### config.mk
export PLATFORM = sky130hd
export DESIGN_NAME = data_cache_controller
export DESIGN_NICKNAME = d
export VERILOG_FILES = /design/src/rtl/data_cache_controller.sv
export SDC_FILE = /design/constraint.sdc
export NUM_CORES = 2
export LEC_CHECK = 0
export CAP_MARGIN = 20
export CORE_MARGIN = 2
export CORE_UTILIZATION = 25
export CTS_CLUSTER_SIZE = 40
export DETAILED_ROUTE_END_ITERATION = 10
export MAX_ROUTING_LAYER = met4
export PLACE_DENSITY = 0.46
export SETUP_SLACK_MARGIN = 0.05
export SYNTH_ARGS = -nofsm -noshare
export SYNTH_HDL_FRONTEND = slang
export SYNTH_MEMORY_MAX_BITS = 65536
export SYNTH_SLANG_ARGS = --single-unit
### constraint.sdc
create_clock -name clk -period 5.7 [get_ports clk]
set_input_delay 1.14 -clock clk [delete_from_list [all_inputs] [get_ports clk]]
set_output_delay 1.14 -clock clk [all_outputs]
set_load 0.02 [all_outputs]
### src/rtl/data_cache_controller.sv
// data_cache_controller
//   Direct-mapped, write-through, no-write-allocate data cache between the
//   load/store path and main memory. Read misses refill a whole line one word
//   at a time over a req/ack handshake; stores always go to memory and update
//   the cached copy only when the line is already present.
//
// Ports
//   clk, reset          : clock, synchronous active-high reset
//   rd_en, wr_en        : load / store request, held until hit (store wins)
//   is_byte             : byte access (LB/SB) when 1, word access when 0
//   addr, wdata         : byte address {tag,index,word,byte}, store data
//   rdata, hit          : load data (LB sign-extended), access-complete strobe
//   mem_req, mem_we     : memory request, write (1) / read (0)
//   mem_addr, mem_wdata : word-aligned memory address, write data
//   mem_be              : memory byte enables
//   mem_rdata, mem_ack  : memory read data, one-cycle completion of mem_req
//   miss_count          : read-miss counter (wraps)
module data_cache_controller #(
  parameter int INDEX_BITS     = 5,
  parameter int WORDS_PER_LINE = 4
) (
  input  logic        clk,
  input  logic        reset,
  input  logic        rd_en,
  input  logic        wr_en,
  input  logic        is_byte,
  input  logic [31:0] addr,
  input  logic [31:0] wdata,
  output logic [31:0] rdata,
  output logic        hit,
  output logic        mem_req,
  output logic        mem_we,
  output logic [31:0] mem_addr,
  output logic [31:0] mem_wdata,
  output logic [3:0]  mem_be,
  input  logic [31:0] mem_rdata,
  input  logic        mem_ack,
  output logic [31:0] miss_count
);

  localparam int NUM_LINES   = 1 << INDEX_BITS;
  localparam int WORD_BITS   = $clog2(WORDS_PER_LINE);
  localparam int OFFSET_BITS = WORD_BITS + 2;
  localparam int TAG_BITS    = 32 - INDEX_BITS - OFFSET_BITS;
  localparam logic [WORD_BITS-1:0] LAST_WORD = WORD_BITS'(WORDS_PER_LINE - 1);

  typedef enum logic [1:0] {IDLE, REFILL, WRITE_MEM, WDONE} state_t;

  state_t state, state_next;

  logic [31:0]          data_mem [NUM_LINES*WORDS_PER_LINE];
  logic [TAG_BITS-1:0]  tag_mem  [NUM_LINES];
  logic [NUM_LINES-1:0] valid;
  logic [WORD_BITS-1:0] refill_cnt;

  logic [TAG_BITS-1:0]   addr_tag;
  logic [INDEX_BITS-1:0] addr_index;
  logic [WORD_BITS-1:0]  addr_word;
  logic [1:0]            addr_lane;
  logic                  lookup_hit;
  logic [31:0]           cur_word;
  logic [7:0]            sel_byte;
  logic [3:0]            wr_be;
  logic [31:0]           wr_word;

  assign addr_tag   = addr[31 -: TAG_BITS];
  assign addr_index = addr[OFFSET_BITS +: INDEX_BITS];
  assign addr_word  = addr[2 +: WORD_BITS];
  assign addr_lane  = addr[1:0];

  assign lookup_hit = valid[addr_index] && (tag_mem[addr_index] == addr_tag);
  assign cur_word   = data_mem[{addr_index, addr_word}];
  assign sel_byte   = cur_word[{addr_lane, 3'b000} +: 8];
  assign rdata      = is_byte ? {{24{sel_byte[7]}}, sel_byte} : cur_word;

  // Byte stores replicate the byte on every lane so the memory only needs be.
  assign wr_be   = is_byte ? (4'b0001 << addr_lane) : 4'b1111;
  assign wr_word = is_byte ? {4{wdata[7:0]}} : wdata;

  always_ff @(posedge clk) begin
    if (reset) begin
      state      <= IDLE;
      valid      <= '0;
      refill_cnt <= '0;
      miss_count <= '0;
    end else begin
      state <= state_next;
      case (state)
        IDLE: begin
          if (!wr_en && rd_en && !lookup_hit) begin
            miss_count         <= miss_count + 32'd1;
            valid[addr_index]  <= 1'b0;
            refill_cnt         <= '0;
          end
        end
        REFILL: begin
          if (mem_ack) begin
            refill_cnt <= refill_cnt + 1'b1;
            if (refill_cnt == LAST_WORD) valid[addr_index] <= 1'b1;
          end
        end
        default: ;
      endcase
    end
  end

  // Data and tag arrays carry no reset; a reset edge suppresses any update so
  // an aborted refill or store leaves nothing behind.
  always_ff @(posedge clk) begin
    if (!reset && mem_ack) begin
      if (state == REFILL) begin
        data_mem[{addr_index, refill_cnt}] <= mem_rdata;
        if (refill_cnt == LAST_WORD) tag_mem[addr_index] <= addr_tag;
      end else if (state == WRITE_MEM && lookup_hit) begin
        for (int unsigned b = 0; b < 4; b++) begin
          if (wr_be[b]) data_mem[{addr_index, addr_word}][8*b +: 8] <= wr_word[8*b +: 8];
        end
      end
    end
  end

  always_comb begin
    state_next = state;
    hit        = 1'b0;
    mem_req    = 1'b0;
    mem_we     = 1'b0;
    mem_addr   = '0;
    mem_wdata  = '0;
    mem_be     = '0;
    case (state)
      IDLE: begin
        if (wr_en) begin
          state_next = WRITE_MEM;
        end else if (rd_en) begin
          if (lookup_hit) hit = 1'b1;
          else            state_next = REFILL;
        end
      end
      REFILL: begin
        mem_req  = 1'b1;
        mem_addr = {addr_tag, addr_index, refill_cnt, 2'b00};
        if (mem_ack && refill_cnt == LAST_WORD) state_next = IDLE;
      end
      WRITE_MEM: begin
        mem_req   = 1'b1;
        mem_we    = 1'b1;
        mem_addr  = {addr[31:2], 2'b00};
        mem_wdata = wr_word;
        mem_be    = wr_be;
        if (mem_ack) state_next = WDONE;
      end
      WDONE: begin
        hit        = rd_en | wr_en;
        state_next = IDLE;
      end
      default: state_next = IDLE;
    endcase
  end

endmodule

==> reports/summary.txt <==
fin. max-slew vios - 0
final setup violation count - 31
number of global-route vias before repair - 102,000
top post-synthesis cells by count - edfxtp_1, mux4_2, nor2_1
Crit Reg-Reg Startpoint - tag_mem[31][13]
Starting Density - 25.1%
CP Data Arrival Time - 4780 ps
cell taking the most area after synthesis - edfxtp_1
worst-path maximum fanout - 7
worst vdd ir - 0.353 mV
Post-synth ARST share - 0%
worst-margin pin slew - 1150 ps
Mean Syn Cell Area - 21.5 µm²
worst r2r dst - data_mem[32][15]
RSZ-0062 raised after global routing - yes
Final GP Congestion - 0.824
CTS tree - built
core area - 765,000 µm²
clk slew on worst S/H paths - 60 ps
#FFs+latches synth - 4,900
first element of the critical path - addr[4]
final instance area - 241,000 µm²
largest net degree at the start of global routing - 69
Net Sw Power - 18.7 mW
HPWL Detailed - 409,000 µm
clock power share - 42.8%
Vias - 99,700
placed cell count - 20,000
First-pass DRT Iterations - 6
dpl cell area - 218,000 µm²
H-tree levels - 6
synthesized cell area - 192,000 µm²
CTS Buf Count - 541
non-filler instance count after layout - 21,300
clk sink count - 4,900
Die Y - 880 µm
Placement Rows - 321
Total GRT Usage - 15.7%
Post-synth EDFFs - 4,832
GR Overflow Total - 0
initial antenna violation count - 41
I/O Buffers - 234
failing checks - setup timing
fin crit share - 104%
fillers - 73,100
Worst Hold Depth - 2
Die Footprint - 775,000 µm²
average wire per standard cell - 28.9 µm
Final Net Count - 10,800
max-cap violations - 0
Util after Layout - 31.6%
headroom to the max-slew limit - 22.8%
Synth Flop Type - edfxtp_1
Routed Wire Length - 614,000 µm
ranking of synthesized cells by area - edfxtp_1, mux4_2, mux2i_1
Switching Share - 23.0%
synth-to-layout area growth - 25.7%
reg2reg path depth - 15
Worst EP required - 4560 ps
CP Capture Type - output port
hold slack - 473 ps
Longest Clk Path Bufs - 4
Lkg Pwr - 77.1 nW
status - finished, violations left
DRT antenna net count - 0
clock root buffer - clkbuf_16
share of cells above drive strength 1 - 35.7%
Gate Count Post-Synth - 8,926
die span in x - 880 µm
Fin. Hold Viols - 0
Hold Buf Count CTS - 0
top-count cell post-synth - edfxtp_1
IO Pins - 237
Iter 0 DRT Violations - 10,100
Seq/Total Area, Yosys - 76.3%
Sequential Power Share - 48.8%
Hold Crit Class - flip-flop to flip-flop
Final min period - 5920 ps
library cells used by synthesis - 68
Clk Latency, worst-skew pair - 1090 ps
fmax - 0.169 GHz
combinational share of power - 8.4%
Yosys warning total - 0
R2R setup slack - 450 ps
P_int - 62.5 mW
Startpoint Class - input port
Crit Path Class - input port to output port
first-pass GRT wire length - 841,000 µm
final worst setup slack - -222 ps
top cell type's share of synthesized area - 75.6%
power density cells - 336 nW/µm²
post-detailed-route DRC marker count - 0
vias per cell - 4.69
clk_skew - 109 ps
-- sequential cells by signal, indices dropped and copies added (netlist names), named ones only --
name / cells
refill_cnt: 2
tag_mem: 736
data_mem: 4096
miss_count: 32
state: 2
-- per-stage QoR --
step | setup TNS, ps | power (mW) | setup slack (ps)
floorplan | 0 | 43.2 | 31.5
global placement | - | 46.6 | -1940
detailed placement | - | 46.7 | -1760
CTS | -5240 | 81.8 | -389
global route | -7310 | 83.5 | -338
finish | -4190 | 81.2 | -222
-- cells by family (layout without fill, tap and decap cells) --
family / after synthesis / in the layout / share of synthesized area [%]
flops: 4900 / 4900 / 76.3
mux: 1793 / 1793 / 17.9
simple gates: 1210 / 1210 / 2.83
buf+inv: 587 / 2737 / 1.53
compound gates: 423 / 423 / 1.43
fa+ha+maj: 6 / 6 / 0.0391
xor+xnor: 6 / 6 / 0.0274
other cells: 1 / 22 / 0.00195
-- final cells by class --
class                           count  area, µm²  share of cell area [%]
Inverter                           44        174                  0.0721
Sequential cell                  4900     146000                    60.7
Tap cell                        10200      12700                    5.27
Clock inverter                    301       3220                    1.33
Multi-Input combinational cell   3440      44800                    18.5
Antenna cell                       20       50.0                  0.0207
Clock buffer                      665      14200                    5.90
Timing Repair Buffer             1727      19700                    8.16
-- what timing repair did --
action	CTS	global route
cloned	25	12
pin swaps	33	69
setup endpoints to repair	8076	2346
gates resized for setup	479	249
setup buffers	118	112
-- routing by layer --
layer  vias to the layer above  GRT usage, %  part of all wire (%)
li1                      40900             -                     -
met2                      3498          25.1                    48
met1                     54500          21.3                    43
met3                       770          2.48                   6.6
met5                         -             -                     0
met4                         0          3.39                   2.5
-- placed cells by master, fill, tap and decap left out, types with 123 or more instances in the layout --
cell / count
edfxtp_1: 4832
mux4_2: 1305
buf_4: 981
clkbuf_16: 564
nor2_1: 559
mux2i_1: 397
buf_12: 354
nand2_1: 190
clkdlybuf4s50_1: 189
o22ai_1: 172
buf_6: 123
-- how the worst max path moves through the flow --
stage                            end  slack [ps]  depth (start not counted)
finish                           hit        -220                         18
global route                     hit        -340                         18
CTS                              hit        -390                         19
detailed placement  data_mem[40][22]       -1760                         19
global placement                 hit       -1940                         19
floorplan                   rdata[5]          30                         13
-- worst max-delay path, stage by stage --
cell     delay (ps)
buf_16          130
buf_16          170
buf_16          150
buf_4           150
mux2i_4         270
o22ai_4         110
nor4_4          310
a21oi_2         110
nor4_4          380
buf_4           180
nand4_1         190
buf_4           220
or4_4           560
inv_4            70
a21oi_2          50
nor3_2          210
buf_6           180
buf_6           130
-- power by group through the flow --
stage               Clock (mW)  Sequential, mW  Combinational, mW
floorplan                    0            40.4               2.80
global placement             0            40.4               6.26
global route              36.8            39.6               7.11
CTS                       35.4            39.6               6.70
detailed placement           0            40.4               6.32
finish                    34.7            39.6               6.81
No activity file was read; power rests on OpenSTA's default activity.
